$ cat config.mk
export PLATFORM = sky130hd
export DESIGN_NAME = hazard_scoreboard_flat
export DESIGN_NICKNAME = d
export VERILOG_FILES = /design/src/rtl/hazard_scoreboard_pkg.sv /design/src/rtl/hazard_scoreboard_if.sv /design/src/rtl/sb_stage_reg.sv /design/src/rtl/hazard_scoreboard.sv /design/src/flat_wrapper.sv
export SDC_FILE = /design/constraint.sdc
export NUM_CORES = 1
export LEC_CHECK = 0
export ABC_AREA = 1
export CAP_MARGIN = 5
export CORE_MARGIN = 2
export CORE_UTILIZATION = 40
export DETAILED_ROUTE_END_ITERATION = 8
export GPL_TIMING_DRIVEN = 1
export PLACE_DENSITY = 0.64
export SETUP_SLACK_MARGIN = 0.2
export SYNTH_ARGS = -nofsm -noshare
export SYNTH_HDL_FRONTEND = slang
export SYNTH_HIERARCHICAL = 1
export SYNTH_SLANG_ARGS = --single-unit
$ cat constraint.sdc
create_clock -name clk -period 2 [get_ports clk]
set_input_delay 0.2 -clock clk [delete_from_list [all_inputs] [get_ports clk]]
set_output_delay 0.2 -clock clk [all_outputs]
set_load 0.02 [all_outputs]
$ cat src/rtl/hazard_scoreboard_pkg.sv
// Shared types for the hazard scoreboard: the in-flight entry layout and the
// rule for capturing an entry from the ID stage.
package hazard_scoreboard_pkg;

  localparam int unsigned REG_W      = 5;
  localparam int unsigned NUM_STAGES = 3;

  typedef struct packed {
    logic             valid;
    logic [REG_W-1:0] dst;
    logic             is_load;
    logic             is_mfc0;
  } sb_entry_t;

  localparam sb_entry_t SB_BUBBLE = '0;

  // Writes to $0 (or non-writing instructions) never become hazards; all fields stay zero.
  function automatic sb_entry_t sb_capture(input logic             reg_wr,
                                           input logic [REG_W-1:0] dst,
                                           input logic             is_load,
                                           input logic             is_mfc0);
    sb_entry_t e;
    e = SB_BUBBLE;
    if (reg_wr && (dst != '0)) begin
      e.valid   = 1'b1;
      e.dst     = dst;
      e.is_load = is_load;
      e.is_mfc0 = is_mfc0;
    end
    return e;
  endfunction

endpackage

$ cat src/rtl/hazard_scoreboard_if.sv
// Pipeline-side bundle of the hazard scoreboard: ID issue info, stage control,
// stall inputs for counting, and the per-stage hazard outputs and counters.
interface hazard_scoreboard_if #(
  parameter int unsigned CNT_W = 16
);

  localparam int unsigned REG_W = hazard_scoreboard_pkg::REG_W;

  logic             ID_Issue;
  logic [REG_W-1:0] ID_Dst;
  logic             ID_RegWr;
  logic             ID_IsLoad;
  logic             ID_IsMFC0;

  logic             EXE_Wr;
  logic             MEM_Wr;
  logic             MEM2_Wr;
  logic             EXE_Flush;
  logic             MEM_Flush;
  logic             MEM2_Flush;

  logic             ID_EX_DH_Stall;
  logic             ID_MEM1_DH_Stall;
  logic             ID_MEM2_DH_Stall;
  logic             Cnt_Clr;

  logic [REG_W-1:0] EXE_rt;
  logic [REG_W-1:0] MEM_rt;
  logic [REG_W-1:0] MEM2_rt;
  logic             EXE_ReadMEM;
  logic             MEM_ReadMEM;
  logic             MEM2_ReadMEM;
  logic             EXE_IsMFC0;
  logic             MEM_IsMFC0;

  logic [CNT_W-1:0] Cnt_EX;
  logic [CNT_W-1:0] Cnt_MEM1;
  logic [CNT_W-1:0] Cnt_MEM2;

  modport master (
    output ID_Issue, ID_Dst, ID_RegWr, ID_IsLoad, ID_IsMFC0,
    output EXE_Wr, MEM_Wr, MEM2_Wr, EXE_Flush, MEM_Flush, MEM2_Flush,
    output ID_EX_DH_Stall, ID_MEM1_DH_Stall, ID_MEM2_DH_Stall, Cnt_Clr,
    input  EXE_rt, MEM_rt, MEM2_rt,
    input  EXE_ReadMEM, MEM_ReadMEM, MEM2_ReadMEM,
    input  EXE_IsMFC0, MEM_IsMFC0,
    input  Cnt_EX, Cnt_MEM1, Cnt_MEM2
  );

  modport slave (
    input  ID_Issue, ID_Dst, ID_RegWr, ID_IsLoad, ID_IsMFC0,
    input  EXE_Wr, MEM_Wr, MEM2_Wr, EXE_Flush, MEM_Flush, MEM2_Flush,
    input  ID_EX_DH_Stall, ID_MEM1_DH_Stall, ID_MEM2_DH_Stall, Cnt_Clr,
    output EXE_rt, MEM_rt, MEM2_rt,
    output EXE_ReadMEM, MEM_ReadMEM, MEM2_ReadMEM,
    output EXE_IsMFC0, MEM_IsMFC0,
    output Cnt_EX, Cnt_MEM1, Cnt_MEM2
  );

endinterface

$ cat src/rtl/sb_stage_reg.sv
// One scoreboard slot: flush clears, advance takes the upstream entry only if
// upstream also advances (otherwise a bubble), else the entry holds.
module sb_stage_reg
  import hazard_scoreboard_pkg::*;
(
  input  logic      clk,
  input  logic      rst,
  input  logic      flush,
  input  logic      wr,
  input  logic      up_adv,
  input  sb_entry_t up_entry,
  output sb_entry_t entry
);

  sb_entry_t entry_d;
  sb_entry_t entry_q;

  always_comb begin
    entry_d = entry_q;
    if (flush) begin
      entry_d = SB_BUBBLE;
    end else if (wr) begin
      entry_d = up_adv ? up_entry : SB_BUBBLE;
    end
  end

  always_ff @(posedge clk) begin
    if (rst) begin
      entry_q <= SB_BUBBLE;
    end else begin
      entry_q <= entry_d;
    end
  end

  assign entry = entry_q;

endmodule

$ cat src/rtl/hazard_scoreboard.sv
// In-flight destination tracker for EXE/MEM/MEM2 feeding the ID hazard detector,
// plus saturating stall-cycle counters per hazard source.
module hazard_scoreboard
  import hazard_scoreboard_pkg::*;
#(
  parameter int unsigned CNT_W = 16
) (
  input  logic               clk,
  input  logic               rst,
  hazard_scoreboard_if.slave sb
);

  localparam logic [CNT_W-1:0] CNT_MAX = '1;

  sb_entry_t id_entry_c;
  sb_entry_t exe_entry;
  sb_entry_t mem_entry;
  sb_entry_t mem2_entry;

  assign id_entry_c = sb_capture(sb.ID_RegWr, sb.ID_Dst, sb.ID_IsLoad, sb.ID_IsMFC0);

  sb_stage_reg u_exe (
    .clk      (clk),
    .rst      (rst),
    .flush    (sb.EXE_Flush),
    .wr       (sb.EXE_Wr),
    .up_adv   (sb.ID_Issue),
    .up_entry (id_entry_c),
    .entry    (exe_entry)
  );

  sb_stage_reg u_mem (
    .clk      (clk),
    .rst      (rst),
    .flush    (sb.MEM_Flush),
    .wr       (sb.MEM_Wr),
    .up_adv   (sb.EXE_Wr),
    .up_entry (exe_entry),
    .entry    (mem_entry)
  );

  sb_stage_reg u_mem2 (
    .clk      (clk),
    .rst      (rst),
    .flush    (sb.MEM2_Flush),
    .wr       (sb.MEM2_Wr),
    .up_adv   (sb.MEM_Wr),
    .up_entry (mem_entry),
    .entry    (mem2_entry)
  );

  // MFC0 is already resolved by MEM2, so that bit is carried but never observed.
  logic unused_mem2_mfc0;
  assign unused_mem2_mfc0 = &{1'b0, mem2_entry.is_mfc0};

  assign sb.EXE_rt       = exe_entry.valid  ? exe_entry.dst  : '0;
  assign sb.MEM_rt       = mem_entry.valid  ? mem_entry.dst  : '0;
  assign sb.MEM2_rt      = mem2_entry.valid ? mem2_entry.dst : '0;
  assign sb.EXE_ReadMEM  = exe_entry.valid  & exe_entry.is_load;
  assign sb.MEM_ReadMEM  = mem_entry.valid  & mem_entry.is_load;
  assign sb.MEM2_ReadMEM = mem2_entry.valid & mem2_entry.is_load;
  assign sb.EXE_IsMFC0   = exe_entry.valid  & exe_entry.is_mfc0;
  assign sb.MEM_IsMFC0   = mem_entry.valid  & mem_entry.is_mfc0;

  // Stall-cycle counters: clear beats increment, saturate at all-ones.
  logic [CNT_W-1:0] cnt_ex_d,   cnt_ex_q;
  logic [CNT_W-1:0] cnt_mem1_d, cnt_mem1_q;
  logic [CNT_W-1:0] cnt_mem2_d, cnt_mem2_q;

  always_comb begin
    cnt_ex_d   = cnt_ex_q;
    cnt_mem1_d = cnt_mem1_q;
    cnt_mem2_d = cnt_mem2_q;
    if (sb.Cnt_Clr) begin
      cnt_ex_d   = '0;
      cnt_mem1_d = '0;
      cnt_mem2_d = '0;
    end else begin
      if (sb.ID_EX_DH_Stall && (cnt_ex_q != CNT_MAX)) begin
        cnt_ex_d = cnt_ex_q + CNT_W'(1);
      end
      if (sb.ID_MEM1_DH_Stall && (cnt_mem1_q != CNT_MAX)) begin
        cnt_mem1_d = cnt_mem1_q + CNT_W'(1);
      end
      if (sb.ID_MEM2_DH_Stall && (cnt_mem2_q != CNT_MAX)) begin
        cnt_mem2_d = cnt_mem2_q + CNT_W'(1);
      end
    end
  end

  always_ff @(posedge clk) begin
    if (rst) begin
      cnt_ex_q <= '0;
    end else begin
      cnt_ex_q <= cnt_ex_d;
    end
  end

  always_ff @(posedge clk) begin
    if (rst) begin
      cnt_mem1_q <= '0;
    end else begin
      cnt_mem1_q <= cnt_mem1_d;
    end
  end

  always_ff @(posedge clk) begin
    if (rst) begin
      cnt_mem2_q <= '0;
    end else begin
      cnt_mem2_q <= cnt_mem2_d;
    end
  end

  assign sb.Cnt_EX   = cnt_ex_q;
  assign sb.Cnt_MEM1 = cnt_mem1_q;
  assign sb.Cnt_MEM2 = cnt_mem2_q;

endmodule
$ cat src/flat_wrapper.sv
// flat-port wrapper written by rule: the top's interface ports become plain ports
module hazard_scoreboard_flat import hazard_scoreboard_pkg::*;
#(
  parameter int unsigned CNT_W = 16
)
  (clk, rst, sb_ID_Issue, sb_ID_Dst, sb_ID_RegWr, sb_ID_IsLoad, sb_ID_IsMFC0, sb_EXE_Wr, sb_MEM_Wr, sb_MEM2_Wr, sb_EXE_Flush, sb_MEM_Flush, sb_MEM2_Flush, sb_ID_EX_DH_Stall, sb_ID_MEM1_DH_Stall, sb_ID_MEM2_DH_Stall, sb_Cnt_Clr, sb_EXE_rt, sb_MEM_rt, sb_MEM2_rt, sb_EXE_ReadMEM, sb_MEM_ReadMEM, sb_MEM2_ReadMEM, sb_EXE_IsMFC0, sb_MEM_IsMFC0, sb_Cnt_EX, sb_Cnt_MEM1, sb_Cnt_MEM2);
  hazard_scoreboard_if #(.CNT_W(CNT_W)) sb_i ();
  input  logic clk;
  input  logic rst;
  input wire logic [$bits(sb_i.ID_Issue)-1:0] sb_ID_Issue;
  input wire logic [$bits(sb_i.ID_Dst)-1:0] sb_ID_Dst;
  input wire logic [$bits(sb_i.ID_RegWr)-1:0] sb_ID_RegWr;
  input wire logic [$bits(sb_i.ID_IsLoad)-1:0] sb_ID_IsLoad;
  input wire logic [$bits(sb_i.ID_IsMFC0)-1:0] sb_ID_IsMFC0;
  input wire logic [$bits(sb_i.EXE_Wr)-1:0] sb_EXE_Wr;
  input wire logic [$bits(sb_i.MEM_Wr)-1:0] sb_MEM_Wr;
  input wire logic [$bits(sb_i.MEM2_Wr)-1:0] sb_MEM2_Wr;
  input wire logic [$bits(sb_i.EXE_Flush)-1:0] sb_EXE_Flush;
  input wire logic [$bits(sb_i.MEM_Flush)-1:0] sb_MEM_Flush;
  input wire logic [$bits(sb_i.MEM2_Flush)-1:0] sb_MEM2_Flush;
  input wire logic [$bits(sb_i.ID_EX_DH_Stall)-1:0] sb_ID_EX_DH_Stall;
  input wire logic [$bits(sb_i.ID_MEM1_DH_Stall)-1:0] sb_ID_MEM1_DH_Stall;
  input wire logic [$bits(sb_i.ID_MEM2_DH_Stall)-1:0] sb_ID_MEM2_DH_Stall;
  input wire logic [$bits(sb_i.Cnt_Clr)-1:0] sb_Cnt_Clr;
  output wire logic [$bits(sb_i.EXE_rt)-1:0] sb_EXE_rt;
  output wire logic [$bits(sb_i.MEM_rt)-1:0] sb_MEM_rt;
  output wire logic [$bits(sb_i.MEM2_rt)-1:0] sb_MEM2_rt;
  output wire logic [$bits(sb_i.EXE_ReadMEM)-1:0] sb_EXE_ReadMEM;
  output wire logic [$bits(sb_i.MEM_ReadMEM)-1:0] sb_MEM_ReadMEM;
  output wire logic [$bits(sb_i.MEM2_ReadMEM)-1:0] sb_MEM2_ReadMEM;
  output wire logic [$bits(sb_i.EXE_IsMFC0)-1:0] sb_EXE_IsMFC0;
  output wire logic [$bits(sb_i.MEM_IsMFC0)-1:0] sb_MEM_IsMFC0;
  output wire logic [$bits(sb_i.Cnt_EX)-1:0] sb_Cnt_EX;
  output wire logic [$bits(sb_i.Cnt_MEM1)-1:0] sb_Cnt_MEM1;
  output wire logic [$bits(sb_i.Cnt_MEM2)-1:0] sb_Cnt_MEM2;
  assign sb_i.ID_Issue = sb_ID_Issue;
  assign sb_i.ID_Dst = sb_ID_Dst;
  assign sb_i.ID_RegWr = sb_ID_RegWr;
  assign sb_i.ID_IsLoad = sb_ID_IsLoad;
  assign sb_i.ID_IsMFC0 = sb_ID_IsMFC0;
  assign sb_i.EXE_Wr = sb_EXE_Wr;
  assign sb_i.MEM_Wr = sb_MEM_Wr;
  assign sb_i.MEM2_Wr = sb_MEM2_Wr;
  assign sb_i.EXE_Flush = sb_EXE_Flush;
  assign sb_i.MEM_Flush = sb_MEM_Flush;
  assign sb_i.MEM2_Flush = sb_MEM2_Flush;
  assign sb_i.ID_EX_DH_Stall = sb_ID_EX_DH_Stall;
  assign sb_i.ID_MEM1_DH_Stall = sb_ID_MEM1_DH_Stall;
  assign sb_i.ID_MEM2_DH_Stall = sb_ID_MEM2_DH_Stall;
  assign sb_i.Cnt_Clr = sb_Cnt_Clr;
  assign sb_EXE_rt = sb_i.EXE_rt;
  assign sb_MEM_rt = sb_i.MEM_rt;
  assign sb_MEM2_rt = sb_i.MEM2_rt;
  assign sb_EXE_ReadMEM = sb_i.EXE_ReadMEM;
  assign sb_MEM_ReadMEM = sb_i.MEM_ReadMEM;
  assign sb_MEM2_ReadMEM = sb_i.MEM2_ReadMEM;
  assign sb_EXE_IsMFC0 = sb_i.EXE_IsMFC0;
  assign sb_MEM_IsMFC0 = sb_i.MEM_IsMFC0;
  assign sb_Cnt_EX = sb_i.Cnt_EX;
  assign sb_Cnt_MEM1 = sb_i.Cnt_MEM1;
  assign sb_Cnt_MEM2 = sb_i.Cnt_MEM2;
  hazard_scoreboard #(.CNT_W(CNT_W)) u_core (.clk(clk), .rst(rst), .sb(sb_i));
endmodule
## Yosys cells after proc, flatten, opt, wreduce, memory -nomap -nowiden

Index checks and enable logic that the tools add are counted.

- Bits in registers: 71
- Bits of input ports: 21
- Output and inout port bits: 68
- Word-level logic and storage cells: 41

- Add/subtract/negate cells: 3
- Eq/ne operators: 3
- Muxes and demuxes: 7
- Bitwise logic cells: 5
- Reductions and logical operators: 9

Operators with widths:

| kind | count |
|---|---|
| 16-bit by 1-bit adder with 16-bit output (second input constant) | 3 |
| 16-bit != test (second input constant) | 3 |
| 8-bit 2-to-1 mux | 4 |
| 5-bit 2-to-1 mux | 3 |
| 2-bit OR reduction | 4 |
| 1-bit AND | 5 |
| 5-bit nonzero test | 1 |
| 1-bit logical AND | 4 |

## Longest topological paths before layout

- Depth after elaboration: 4
- Depth in mapped cells: 11
- Depth with buffers taken out: 10

## Cells and area by module

The synthesis kept the hierarchy.

By module, submodules not included:

| module | times used | cells each | area each (um^2) | sequential area each (um^2) |
|---|---|---|---|---|
| hazard_scoreboard | 1 | 486 | 2957.8 | 960.9 |
| sb_stage_reg | 3 | 37 | 331.6 | 160.2 |

## Least setup slack after synthesis

No wires, ideal clock.

- Path type: register to register
- Start point: reg u_core.cnt_ex_q[0], in the netlist u_core/sb.Cnt_EX[0]
- End point: reg u_core.cnt_ex_q[15], in the netlist u_core/sb.Cnt_EX[15]
- Library setup time: 115 ps
- Data arrival time: 1440 ps
- Data required time: 1885 ps
- Path slack: 445 ps
- Cell stages (with the launch flop): 8
- Path buffers: 1
- Period minus slack after synthesis: 1555 ps
- Path through: dfxtp_1 -> ha_1 -> nand2_1 -> nor2_4 -> nand4_4 -> buf_6 -> a21oi_1 -> nor2_1

- Word-level cells in the longest chain between the ends: 2
- Elaborated cells on any way between the ends: 3
- Those cells by class: 1 x add/sub; 1 x eq/ne; 1 x reduce/logical

RTL lines:

| what | line | RTL |
|---|---|---|
| start: declaration | hazard_scoreboard.sv:66 | `logic [CNT_W-1:0] cnt_ex_d, cnt_ex_q;` |
| start signal: assignment | hazard_scoreboard.sv:95 | `cnt_ex_q <= cnt_ex_d;` |
| parallel branches: the longest is 2 deep, another holds 16-bit by 1-bit adder with 16-bit output | - |  |

Several ways; the timed one is not identified.
A chain may end at the register's enable or synchronous reset.

## Final worst setup path

- Start point: reg u_core.u_exe.entry_q, in the netlist u_core/u_exe/entry[7]
- End point: out sb_EXE_rt[2]

- Word-level cells in the longest chain between the ends: 1

RTL lines:

| what | line | RTL |
|---|---|---|
| start: declaration | sb_stage_reg.sv:16 | `sb_entry_t entry_q;` |
| start signal: assignment | sb_stage_reg.sv:31 | `entry_q <= entry_d;` |
| 5-bit 2-to-1 mux | hazard_scoreboard.sv:56 | `assign sb.EXE_rt = exe_entry.valid ? exe_entry.dst : '0;` |
| end: declaration | flat_wrapper.sv:25 | `output wire logic [$bits(sb_i.EXE_rt)-1:0] sb_EXE_rt;` |

No other way between the ends.

==> qor.csv <==
metric,value,unit
drc_errors,0,
drv_slew,0,
hp-start,u_core/u_mem2/entry[6],
finalSetupViolations,0,
ir_worst_vdd,0.295,mV
vias_per_cell,4.83,
totalWireLength,9290,µm
yosys_warnings,6,
reg2reg_depth,8,
path_cells,"nand2_1, inv_1, clkdlybuf4s50_1",
crit_required,1800,ps
end_kind,primary output,
dp_hpwl,6980,µm
max_freq,594,MHz
reg2reg_from,u_core/sb.Cnt_EX[0],
cts_tree,done,
finalNonFillerCells,817,
cp_slowest_cell,clkdlybuf4s50_1,
grt_start_max_net_pins,43,
power.leakage,0.00195,µW
pwr_density_cell,541,nW/µm²
grt_pass1_wl,15500,µm
critical_path.startpoint_type,register,
ant_nets,0,
hold_class,register to register,
via_count,3944,
slew_headroom,0.642,
cts_max_level,3,
tns,0,ps
grt_usage,0.180,
cts_made_buffers,9,
antenna_found_initial,0,
timing.max_cap.violations,0,
fin_util,0.529,
holdPathStages,2,
finalClockSkew,13.2,ps
cp_top_family,buffers and inverters,
areaGrowthSynthToFinish,30.2,%
cts.sinks,71,
placed_cells,801,
dieHeight,103,µm
place_congestion,0.893,
syn_area,3920,µm²
hold_buffers,0,
syn_nets,617,
startpoint,u_core/u_exe/entry[7],
port_buffers,88,
die-area,10600,µm²
crit_arrival,1480,ps
drt_iter0_markers,101,
firstDrtPassIters,5,
grt_overflow,0,
detail_route.wl_per_cell,11.4,µm
clock_path_buffers,2,
fin_crit,1680,ps
rows,36,
die_w,103,µm
synthCells,593,
postSynthAreaPerCell,6.60,µm²
crit_type,register to primary output,
slowest_delay,600,ps
clock_latency,340,ps
crit_buf_inv,2,
worst_slew_pin_slew,536,ps
nNetsFinal,703,
clockRootBuffer,clkbuf_8,
cts.clk_slew.worst_paths,80,ps
core_region_area,9640,µm²
crit_fanout,9,
antenna_cells,0,
crit_cells,3,
io_pins,89,
rsz0062_at_grt,no,
drive_gt1_frac,0.123,
grt_pass1_vias,3511,
start_util,0.406,
status,completed,
hold_viol,0,
post-route-period-util,0.842,
## routing by layer
layer	global-route usage	vias up	part of all wire
li1	-	2052	-
met2	0.312	90	0.49
met3	0.0292	7	0.034
met5	0	-	0
met1	0.226	1795	0.47
met4	0.0607	0	0.0096
## power by group
group	leakage [µW]	internal (µW)	switching, µW	total [µW]
sequential	0.000575	1420	9.50	1430
clock	0.0000916	609	543	1150
combinational	0.00128	75.5	102	178
## stage by stage
step | hold WS [ps] | cell area [µm²] | power (µW) | setup slack, ps
2_1_floorplan | 406 | 3920 | 1570 | 445
3_3_place_gp | 469 | 4890 | 1640 | 401
3_5_place_dp | 471 | 4890 | 1640 | 346
4_1_cts | 483 | 5090 | 2790 | 262
5_1_grt | 507 | 5100 | 2870 | 222
6_report | 478 | 5100 | 2760 | 316
## worst reg2reg max path, stage by stage (launching register included)
cell and delay (ps):
dfxtp_1 410, ha_1 240, nand2_1 100, nor2_4 160, nand4_4 270, nand2_1 140, nand2_1 60, nand2_1 60
nor2_1 40
## path summary, 6_finish.rpt
| kind | end | slack [ps] |
|---|---|---|
| worst max-delay path | sb_EXE_rt[2] | 320 |
| worst min-delay path | u_core/u_mem2/entry[6] | 480 |
| worst max register to register | u_core/sb.Cnt_EX[9] | 420 |
| worst min register to register | u_core/u_mem2/entry[6] | 480 |
## state kept, by name, summed over array words and instances, names as in the netlist
register,cells
u_core/sb.Cnt_EX,16
u_core/sb.Cnt_MEM1,16
u_core/sb.Cnt_MEM2,16
u_core/u_exe/entry,8
u_core/u_mem/entry,8
u_core/u_mem2/entry,7
## final cells by class
type | count | area (µm²)
Sequential cell | 71 | 1430
Clock buffer | 11 | 141
Timing Repair Buffer | 90 | 908
Fill cell | 989 | 4540
Multi-Input combinational cell | 440 | 2140
Inverter | 67 | 251
Tap cell | 133 | 166
Clock inverter | 5 | 57.6
## repair_timing
item | CTS | global route
buffers inserted | 0 | 0
endpoints found under the setup margin | 7 | 4
gates resized for setup | 2 | 3
## cells in the final DEF, fill, tap and decap left out, types with 2 or more instances in the layout
| cell | n |
|---|---|
| a31oi_1 | 2 |
| o21ai_1 | 3 |
| ha_1 | 3 |
| nand2_2 | 8 |
| clkinvlp_4 | 3 |
| dfxtp_2 | 4 |
| a21oi_1 | 28 |
| nor2_2 | 14 |
| nor2_4 | 6 |
| o21ai_0 | 8 |
| or2_1 | 3 |
| inv_2 | 4 |
| nand3_1 | 65 |
| clkdlybuf4s50_1 | 88 |
| nor2_1 | 95 |
| nand4_1 | 4 |
| inv_1 | 62 |
| nor3_1 | 7 |
| dfxtp_1 | 67 |
| nand3_2 | 2 |
| nand2_4 | 2 |
| a21oi_2 | 23 |
| clkbuf_8 | 10 |
| nand2_1 | 158 |
| and2_1 | 2 |
Note: power is estimated with default switching activity, not from simulation.
